### config.mk
export PLATFORM = sky130hd
export DESIGN_NAME = i_parcel_issue
export DESIGN_NICKNAME = d
export VERILOG_FILES = /design/src/rtl/i_parcel_issue.sv
export SDC_FILE = /design/constraint.sdc
export NUM_CORES = 1
export LEC_CHECK = 0
export ABC_AREA = 1
export CAP_MARGIN = 20
export CORE_MARGIN = 3
export CORE_UTILIZATION = 30
export CTS_CLUSTER_DIAMETER = 150
export DETAILED_ROUTE_END_ITERATION = 12
export HOLD_SLACK_MARGIN = 0.02
export PLACE_DENSITY = 0.61
export SYNTH_ARGS = -nofsm -noshare
export SYNTH_HDL_FRONTEND = slang
export SYNTH_SLANG_ARGS = --single-unit
### constraint.sdc
create_clock -name clk -period 3.2 [get_ports clk]
set_input_delay 0.64 -clock clk [delete_from_list [all_inputs] [get_ports clk]]
set_output_delay 0.64 -clock clk [all_outputs]
set_load 0.1 [all_outputs]
### src/rtl/i_parcel_issue.sv
// i_parcel_issue: owns the parcel counter P, takes parcels from the instruction
// buffers and assembles 1- or 2-parcel instructions (CIP/LIP) for issue.
// Handles jump redirects and consumer back-pressure. There is no fetch-ahead:
// a new opcode parcel is taken only after the held instruction has issued.
// Optional feature: define IPAR_ICOUNT_EN to build the 32-bit issued-instruction
// counter; otherwise o_icount is tied to zero.
module i_parcel_issue #(
    parameter int unsigned    P_W      = 24,
    parameter int unsigned    PARCEL_W = 16,
    parameter logic [P_W-1:0] RESET_P  = '0
) (
    input  logic                clk,
    input  logic                rst,
    output logic [P_W-1:0]      o_p_addr,
    input  logic [PARCEL_W-1:0] i_nip,
    input  logic                i_nip_vld,
    output logic [PARCEL_W-1:0] o_cip,
    output logic [PARCEL_W-1:0] o_lip,
    output logic                o_two_par,
    output logic [P_W-1:0]      o_cip_p,
    output logic                o_cip_vld,
    input  logic                i_issue,
    input  logic                i_jmp,
    input  logic [P_W-1:0]      i_jmp_addr,
    output logic [31:0]         o_icount
);

    typedef enum logic [1:0] {StFetch1, StFetch2, StHold} state_e;

    localparam logic [P_W-1:0] POne = P_W'(1);

    state_e                state_q, state_d;
    logic [P_W-1:0]        p_q, p_d;
    logic [PARCEL_W-1:0]   cip_q, cip_d;
    logic [PARCEL_W-1:0]   lip_q, lip_d;
    logic [P_W-1:0]        cip_p_q, cip_p_d;
    logic                  two_q, two_d;
    logic                  vld_q, vld_d;

    // Opcode field gh = parcel[15:9]; octal 006-021, 040-041, 100-137 carry a lower parcel.
    function automatic logic is_two_parcel(input logic [6:0] gh);
        return ((gh >= 7'd6) && (gh <= 7'd17)) || (gh == 7'd32) || (gh == 7'd33) ||
               ((gh >= 7'd64) && (gh <= 7'd95));
    endfunction

    // Next-state: parcel capture, P advance, issue handshake, jump redirect.
    always_comb begin
        state_d = state_q;
        p_d     = p_q;
        cip_d   = cip_q;
        lip_d   = lip_q;
        cip_p_d = cip_p_q;
        two_d   = two_q;
        vld_d   = vld_q;
        unique case (state_q)
            StFetch1: begin
                if (i_nip_vld) begin
                    cip_d   = i_nip;
                    cip_p_d = p_q;
                    p_d     = p_q + POne;
                    lip_d   = '0;
                    two_d   = is_two_parcel(i_nip[PARCEL_W-1 -: 7]);
                    if (is_two_parcel(i_nip[PARCEL_W-1 -: 7])) begin
                        state_d = StFetch2;
                    end else begin
                        vld_d   = 1'b1;
                        state_d = StHold;
                    end
                end
            end
            StFetch2: begin
                if (i_nip_vld) begin
                    lip_d   = i_nip;
                    p_d     = p_q + POne;
                    vld_d   = 1'b1;
                    state_d = StHold;
                end
            end
            StHold: begin
                if (i_issue) begin
                    vld_d   = 1'b0;
                    state_d = StFetch1;
                end
            end
            default: state_d = StFetch1;
        endcase
        // Redirect wins: any parcel arriving this cycle is discarded.
        if (i_jmp) begin
            p_d     = i_jmp_addr;
            cip_d   = cip_q;
            cip_p_d = cip_p_q;
            two_d   = two_q;
            lip_d   = '0;
            vld_d   = 1'b0;
            state_d = StFetch1;
        end
    end

    // State registers with synchronous active-low reset.
    always_ff @(posedge clk) begin
        if (!rst) begin
            state_q <= StFetch1;
            p_q     <= RESET_P;
            cip_q   <= '0;
            lip_q   <= '0;
            cip_p_q <= '0;
            two_q   <= 1'b0;
            vld_q   <= 1'b0;
        end else begin
            state_q <= state_d;
            p_q     <= p_d;
            cip_q   <= cip_d;
            lip_q   <= lip_d;
            cip_p_q <= cip_p_d;
            two_q   <= two_d;
            vld_q   <= vld_d;
        end
    end

`ifdef IPAR_ICOUNT_EN
    logic [31:0] icount_q;

    // Count accepted issues, including an issue coincident with a jump.
    always_ff @(posedge clk) begin
        if (!rst) begin
            icount_q <= '0;
        end else if ((state_q == StHold) && i_issue) begin
            icount_q <= icount_q + 32'd1;
        end
    end

    assign o_icount = icount_q;
`else
    assign o_icount = 32'h0;
`endif

    assign o_p_addr  = p_q;
    assign o_cip     = cip_q;
    assign o_lip     = lip_q;
    assign o_cip_p   = cip_p_q;
    assign o_two_par = two_q;
    assign o_cip_vld = vld_q;

endmodule

[Word level (Yosys, flattened, before mapping)]
Cells that the tools add are included.
Cells by class
  equal/unequal tests: 8
  reduce and logical (&&, ||, !) cells: 17
  add/subtract/negate cells: 1
  bitwise gates (word level): 2
  muxes and demuxes: 16
  $lt $le $gt $ge: 4
Operators with widths (number)
  $mux W24: 3
  $mux W16: 2
  $pmux W16 S2: 1
  $add A24 B1 Y24 const B: 1
  $eq A7 B6 Y1 const B: 2
  $reduce_and A3 Y1: 3
  $mux W2: 4
  $ne A2 B2 Y1 const B: 4
  $ge A7 B3 Y1 const B: 1
  $ge A7 B7 Y1 const B: 1
  $le A7 B5 Y1 const B: 1
  $le A7 B7 Y1 const B: 1
  $pmux W2 S3: 1
  $reduce_bool A2 Y1: 3
  $reduce_and A5 Y1: 1
  $mux W1: 4
  $reduce_or A2 Y1: 2
  $logic_or A1 B1 Y1: 3
  $pmux W1 S3: 1
  $reduce_bool A3 Y1: 1
  $eq A2 B1 Y1 const B: 1
  $eq A2 B2 Y1 const B: 1
  $logic_and A1 B1 Y1: 2
  $logic_not A2 Y1: 1
  other kinds (2): 3
Word-level totals
  logic and storage cells: 55
  output and inout port bits: 114
  input bits: 45
  bits in registers: 84

[Longest topological paths before layout]
Gate-level depths: netlist of run 1.
  depth in word-level cells: 8
  gate-level depth with buffers: 10

[Least setup slack after synthesis of run 1]
No wires, ideal clock.
  path kind: reg-to-reg
  start: register p_q[1], in the netlist o_p_addr[1]
  end: register p_q[22], in the netlist o_p_addr[22]
  clock period less this slack: 2228 ps
  required time: 3091 ps
  path buffers: 0
  cell stages (with the launch flop): 11
  setup slack: 972 ps
  data arrival time: 2119 ps
  library setup time: 109 ps
  cell sequence: dfxtp_1 > ha_1 > nand2_1 > nor2_2 > nand3_4 > nor2_2 > nand3_1 > nand2_1 > nand3_1 > nand2_1 > inv_1
On the way
  cells in the longest elaborated chain, start to end: 4
Ends and longest elaborated chain
  start: declaration: RTL line 33  | logic [P_W-1:0] p_q, p_d;
  start signal: assignment: RTL line 111  | p_q <= p_d;
  $add A24 B1 Y24: RTL line 60, 74
  $mux W24: RTL line 57, 72
  $mux W24
  $mux W24: RTL line 88  | if (i_jmp) begin
No other way between the ends. The select of a mux whose other input is x is not followed.
A chain may end at the register's enable or synchronous reset.

[Worst setup path after layout of run 1]
  start: input port i_nip_vld
  end: register cip_p_q[12], in the netlist o_cip_p[12]
On the way
  cells in the longest elaborated chain, start to end: 1
Ends and longest elaborated chain
  start: declaration: RTL line 16  | input logic i_nip_vld,
  $reduce_and A3 Y1 (no source line)
  end signal: assignment: RTL line 114  | cip_p_q <= cip_p_d;
  end: declaration: RTL line 36  | logic [P_W-1:0] cip_p_q, cip_p_d;
No other way between the ends.

==> out/qor.yml, run 1 <==
worst_setup_path:
  crit_path_max_incr_delay_ns: 0.54
  critical_path.max_fanout: 64
  timing.critical_path.required_ns: 3.47
  critPathArrivalTime_ns: 2.38
  worstSetupStartpointType: "input port"
  crit-reg2reg-launch: "state_q[0]"
  critical_path.n_buffers_inverters: 2
  ordered_list_of_cells_on_the_worst_path: "clkdlybuf4s50_1, nand2_2, nor2_4, nand2_4, inv_4, o21ai_0, a21oi_1"
  crit_type: "in -> reg"
  worst-path-stages: 7
  setup.worst_path.end_class: "register"
  r2r_setup_slack_ns: 1.27
  crit_family: "buffers and inverters"
  rr_worst_depth: 7
  crit-reg2reg-capture: "o_two_par"
  critical_path.slowest_cell: "sky130_fd_sc_hd__clkdlybuf4s50_1"
layout:
  fin_nets: 724
  antenna_cells_inserted: 0
  post_route_cells_drive_above_1_share: 0.1859
  most-common-layout-cells: "93 x sky130_fd_sc_hd__nand2_1, 87 x sky130_fd_sc_hd__buf_4, 84 x sky130_fd_sc_hd__dfxtp_1, 76 x sky130_fd_sc_hd__nor2_1, 63 x sky130_fd_sc_hd__o21ai_0"
  finish.cell_count_without_fillers: 855
  final_core_util: 0.4288
  leading_cell_type_in_the_layout_fill_and_taps_excluded: "sky130_fd_sc_hd__nand2_1"
  syn_to_final_growth_pct: 37.34
  filler_cell_count: 1310
synth:
  post_synth_instance_area_um2: 4004
  syn_area_per_cell_um2: 7.137
  synthXorXnorAreaFrac: 0.01312
  yosys.cell_types.count: 31
  yosys_register_bits: 84
  synth-seq-area-share: 0.4200
  synth-simple-area-share: 0.2475
  synth_compound_area_frac: 0.1775
  largest_family_of_logic_cells_by_synthesized_area: "simple AND/OR/NAND/NOR gates"
  adder_and_majority_cell_fraction_of_the_synthesized_area: 0.003125
  post_synth_mux_area_share: 0
  postSynthCellCount: 561
  ys.warnings.count: 0
timing:
  max_freq_mhz: 473.9
  fin_setup_tns_ns: 0
  setup_repair_after_global_routing_missed_its_margin: "no"
  period_minus_slack_ns: 2.110
  timing.final.hold_violations: 0
  max_slew_margin: 0.5273
  worst_clock_skew_ns: 0.006533
  report.final.slew_viol_count: 0
  layout_worst_path_cycle_share: 0.6594
  timing_worst_slew_pin_value_ns: 0.7081
  setup_viol_count_final: 0
placement:
  placed_cells_incl_taps: 839
  post-dp-hpwl_um: 8819
  routabilityCongestion: 0.8338
  port-buffer-count: 126
min_path:
  endpoint_with_the_worst_hold_slack: "o_cip[8]"
  min-delay-start: "o_cip[8]"
  worst_hold_path.num_cells: 2
  hold_path_class: "reg -> reg"
power:
  pwr_cell_area_nw_per_um2: 668.3
  p_clk_frac: 0.413
  int_power_mw: 2.379
  power.share.switching: 0.3526
  seqPwrFrac: 0.318
  static-leakage-power_nw: 2.344
  ir_drop_mv: 0.2692
  combinationalPowerShare: 0.269
  switching_power_mw: 1.296
drt:
  routed-wl-met2_um: 5820
  avgRoutedWirePerCell_um: 14.05
  routed_wirelength_um: 12010
  route.layer.met1.wl_um: 5137
  dr.max_layer_used: "met4"
  drcViolationCount: 0
  met3_wl_um: 921
  vias: 3885
  residual_antenna_violating_net_count_after_detailed_routing: 0
  1st_iter_drt_viols: 182
  drt_first_pass_iters: 4
  viasPerCell: 4.544
status:
  run_status: "completed"
job:
  drv.max_cap_violation_count: 0
clock_tree:
  cts_buffer_count: 9
  max_h_tree_level: 3
  worst_skew_pair.late_latency_ns: 0.34
  cts_setup_buffers: 0
  cts.reportedPaths.clkPinSlew_ns: 0.07
  cts_sinks: 84
  cts.hold.buffers_added: 0
  buffer_type_at_the_clock_tree_root: "sky130_fd_sc_hd__clkbuf_16"
  tritoncts_clock_tree: "done"
  worst_case_clock_buffer_depth: 2
  post_cts.resized_instances: 0
die:
  dieArea_um2: 14770
  die_width_um: 121.5
  io-pin-count: 159
  floorplan.initialDensity: 0.3122
  die-height_um: 121.5
  site_rows: 41
  placeableCoreArea_um2: 12820
global_routing:
  grt_pass1_vias: 3737
  global_route.usage.total: 0.1643
  global_route.overflow_total: 0
  largest_net_degree_at_the_start_of_global_routing: 65
  grt_first_pass_wirelength_um: 19220
  initial_antenna_violation_count: 0
per-stage QoR:
| stage | setup WS, ns | hold WS, ns | total power, mW | area (µm²) |
|---|---|---|---|---|
| after global placement | 0.7841 | 0.4598 | 2.176 | 5064 |
| after floorplan | 0.9721 | 0.4743 | 1.993 | 4120 |
| after CTS | 1.110 | 0.4957 | 3.706 | 5499 |
| after detailed placement | 0.7447 | 0.4785 | 2.184 | 5064 |
| final | 1.090 | 0.4973 | 3.675 | 5499 |
| after global routing | 0.8867 | 0.5152 | 3.804 | 5499 |
logic make-up (layout without fill, tap and decap cells):
logic type               after synthesis  in the layout
AND/OR/NAND/NOR                      227            227
AO/OA/AOI/OAI                        137            137
buffers and inverters                105            196
flip-flops                            84             84
XOR/XNOR                               6              6
adder cells (fa/ha/maj)                1              1
other                                  1             32
registers in the layout (all words and copies together), names as in the netlist:
signal     count
o_two_par      1
o_lip         16
o_cip_p       24
o_cip         16
state_q        2
o_p_addr      24
o_cip_vld      1
worst max path at each step:
stage                startpoint      endpoint  slack (ns)
detailed placement    i_nip_vld   o_cip_p[20]        0.74
finish                i_nip_vld   o_cip_p[12]        1.09
global route          i_nip_vld   o_cip_p[12]        0.89
floorplan           o_p_addr[1]  o_p_addr[22]        0.97
global placement      i_nip_vld     o_two_par        0.78
CTS                   i_nip_vld   o_cip_p[20]        1.11
worst reg2reg max path: cells and delay by family, from the launching register on:
kind                   cells  cell delay [ns]
AO/OA/AOI/OAI              1             0.08
buffers and inverters      3             0.51
flip-flops                 1             0.77
AND/OR/NAND/NOR            3             0.45
synth_stat cells:
cell / instances / area (µm²)
sky130_fd_sc_hd__nand2_1: 93 / 349.1
sky130_fd_sc_hd__dfxtp_1: 84 / 1682
sky130_fd_sc_hd__nor2_1: 76 / 285.3
sky130_fd_sc_hd__o21ai_0: 63 / 315.3
sky130_fd_sc_hd__a21oi_1: 56 / 280.3
sky130_fd_sc_hd__inv_1: 41 / 153.9
sky130_fd_sc_hd__buf_4: 34 / 255.2
sky130_fd_sc_hd__nand3_1: 25 / 125.1
sky130_fd_sc_hd__buf_2: 14 / 70.07
sky130_fd_sc_hd__nor3_1: 12 / 60.06
sky130_fd_sc_hd__a31oi_1: 9 / 56.30
sky130_fd_sc_hd__clkbuf_1: 7 / 26.28
sky130_fd_sc_hd__inv_2: 6 / 22.52
sky130_fd_sc_hd__xor2_1: 6 / 52.55
sky130_fd_sc_hd__nand2_2: 5 / 31.28
sky130_fd_sc_hd__nor2_2: 4 / 25.02
sky130_fd_sc_hd__nor2_4: 4 / 45.04
sky130_fd_sc_hd__o21ai_1: 4 / 20.02
sky130_fd_sc_hd__nand3b_1: 3 / 22.52
sky130_fd_sc_hd__o211ai_1: 3 / 22.52
sky130_fd_sc_hd__nand4_1: 2 / 12.51
sky130_fd_sc_hd__a21oi_2: 1 / 8.760
sky130_fd_sc_hd__clkbuf_8: 1 / 13.76
sky130_fd_sc_hd__clkinv_1: 1 / 3.750
sky130_fd_sc_hd__conb_1: 1 / 3.750
sky130_fd_sc_hd__ha_1: 1 / 12.51
sky130_fd_sc_hd__inv_4: 1 / 6.260
sky130_fd_sc_hd__nand2_4: 1 / 11.26
sky130_fd_sc_hd__nand3_4: 1 / 17.52
sky130_fd_sc_hd__o31ai_1: 1 / 7.510
sky130_fd_sc_hd__or2_2: 1 / 6.260
metal layers:
metal  track usage  up-vias
li1              -     1999
met1        0.2053     1747
met2        0.2756      129
met3       0.05082       10
met4       0.04272        0
met5             0        -
layout make-up:
cell class / count / area (µm²) / area share
well taps: 172 / 215.2 / 0.03914
multi-input cells: 403 / 1887 / 0.3431
clock inverters: 7 / 210.2 / 0.03823
flip-flops and latches: 84 / 1682 / 0.3058
inverters: 49 / 186.4 / 0.03390
clock buffers: 9 / 225.2 / 0.04096
repair buffers: 131 / 1094 / 0.1989
power by group through the flow:
stage               clock network (mW)  logic, mW  registers (mW)
detailed placement                   0      0.993            1.19
global route                      1.59       1.04            1.18
CTS                               1.54      0.994            1.17
finish                            1.52      0.989            1.17
floorplan                            0      0.363            1.63
global placement                     0      0.985            1.19
No activity file was read; power rests on OpenSTA's default activity.
==> run 2, diff against run 1 <==
==> constraint.sdc (replaced) <==
create_clock -name clk -period 2.2 [get_ports clk]
set_input_delay 0.44 -clock clk [delete_from_list [all_inputs] [get_ports clk]]
set_output_delay 0.44 -clock clk [all_outputs]
set_load 0.1 [all_outputs]
==> run 2 against run 1 <==
Effect of this change:
- cell count grew 0.70%
- core utilization decreased by 0.28 points
- register-to-register slack lost 0.60 ns
- routed wire length increased by 1.6%
- clock skew fell by 0.0011 ns
- worst hold slack worse by 0.012 ns
- worst setup slack worse by 0.58 ns
==> out/qor.yml, run 2 (synthesized netlist as in run 1, its figures left out) <==
power:
  static-leakage-power_nw: 2.323
  pwr_cell_area_nw_per_um2: 882.3
  ir_drop_mv: 0.6139
drt:
  residual_antenna_violating_net_count_after_detailed_routing: 0
  vias: 3975
  viasPerCell: 4.617
  avgRoutedWirePerCell_um: 14.17
  1st_iter_drt_viols: 251
  drt_first_pass_iters: 5
  routed_wirelength_um: 12200
  drcViolationCount: 0
clock_tree:
  worst_skew_pair.late_latency_ns: 0.35
  cts.hold.buffers_added: 0
  buffer_type_at_the_clock_tree_root: "sky130_fd_sc_hd__clkbuf_16"
  tritoncts_clock_tree: "done"
  cts.reportedPaths.clkPinSlew_ns: 0.06
  max_h_tree_level: 3
  cts_setup_buffers: 0
  worst_case_clock_buffer_depth: 2
  cts_buffer_count: 9
  post_cts.resized_instances: 0
  cts_sinks: 84
global_routing:
  globalRoute.busiestLayer: "met2"
  grt_pass1_vias: 3787
  largest_net_degree_at_the_start_of_global_routing: 35
  grt_first_pass_wirelength_um: 19290
  use_met2: 0.2705
  global_route.usage.total: 0.1651
  use_met1: 0.1995
  grt.met3_usage: 0.06294
  global_route.overflow_total: 0
  initial_antenna_violation_count: 0
die:
  die_width_um: 121.5
  placeableCoreArea_um2: 12820
  dieArea_um2: 14770
  io-pin-count: 159
  die-height_um: 121.5
  site_rows: 41
  floorplan.initialDensity: 0.3122
placement:
  routabilityCongestion: 0.8281
  post-dp-hpwl_um: 9034
  port-buffer-count: 126
layout:
  leading_cell_type_in_the_layout_fill_and_taps_excluded: "sky130_fd_sc_hd__nand2_1"
  post_route_cells_drive_above_1_share: 0.1959
  fin_nets: 730
  antenna_cells_inserted: 0
  most-common-layout-cells: "93 x sky130_fd_sc_hd__nand2_1, 91 x sky130_fd_sc_hd__buf_4, 82 x sky130_fd_sc_hd__dfxtp_1, 76 x sky130_fd_sc_hd__nor2_1, 63 x sky130_fd_sc_hd__o21ai_0"
  syn_to_final_growth_pct: 36.44
worst_setup_path:
  timing.critical_path.required_ns: 2.50
  crit_type: "in -> reg"
  setup.worst_path.end_class: "register"
  critical_path.max_fanout: 34
  worstSetupStartpointType: "input port"
  critPathArrivalTime_ns: 1.98
timing:
  worst_clock_skew_ns: 0.005432
  setup_viol_count_final: 0
  period_minus_slack_ns: 1.687
  report.final.slew_viol_count: 0
  fin_setup_tns_ns: 0
  setup_repair_after_global_routing_missed_its_margin: "no"
  max_freq_mhz: 592.8
  timing.final.hold_violations: 0
  layout_worst_path_cycle_share: 0.7668
  whs_ns: 0.4851
job:
  drv.max_cap_violation_count: 0
status:
  run_status: "completed"
min_path:
  hold_path_class: "reg -> reg"
[run 2: routing by layer]
metal  vias up  share of wire
met1      1808           0.42
li1       2005              -
met4         0          0.018
met2       146           0.48
met3        16          0.086
met5         -              0
[run 2: path summary, 6_finish.rpt]
check,start,endpoint,depth (start not counted),slack [ns]
max,i_nip_vld,o_two_par,10,0.51
min,o_cip[4],o_cip[4],2,0.49
max reg2reg,o_p_addr[1],o_p_addr[22],10,0.67
min reg2reg,o_cip[4],o_cip[4],2,0.49
[run 2: worst max-delay path: stages]
cell and delay, ns:
sky130_fd_sc_hd__clkdlybuf4s50_1 0.52, sky130_fd_sc_hd__nand2_2 0.15, sky130_fd_sc_hd__nor2_4 0.14, sky130_fd_sc_hd__nand2_4 0.15, sky130_fd_sc_hd__inv_4 0.12, sky130_fd_sc_hd__buf_12 0.18, sky130_fd_sc_hd__nor2_1 0.05, sky130_fd_sc_hd__nor2_1 0.08
sky130_fd_sc_hd__o21ai_0 0.08, sky130_fd_sc_hd__inv_1 0.05
[run 2: cell type report]
type / count / area [µm²]
repair buffers: 137 / 1164
well taps: 172 / 215.2
inverters: 49 / 186.4
multi-input cells: 403 / 1887
flip-flops and latches: 84 / 1684
clock inverters: 6 / 87.58
clock buffers: 10 / 239.0
fillers: 1329 / 7362
[run 2: through the flow]
stage | cell area, µm² | instances | setup WS (ns) | total power, mW | util
after global routing | 5463 | 861 | 0.3891 | 4.995 | 0.4260
after floorplan | 4123 | 592 | 0.1555 | 2.899 | -
final | 5463 | 861 | 0.5131 | 4.820 | 0.4260
after detailed placement | 5136 | 845 | 0.1471 | 3.190 | 0.4005
after CTS | 5463 | 861 | 0.5208 | 4.865 | 0.4260
after global placement | 5136 | 845 | 0.1997 | 3.179 | 0.4005
[run 2: report_power, final]
group | total, mW | switching [mW] | leakage [nW] | internal (mW)
clock network | 1.66 | 0.641 | 0.151 | 1.02
logic | 1.46 | 1.17 | 1.48 | 0.287
registers | 1.69 | 0.0780 | 0.691 | 1.62
total | 4.82 | 1.89 | 2.32 | 2.93
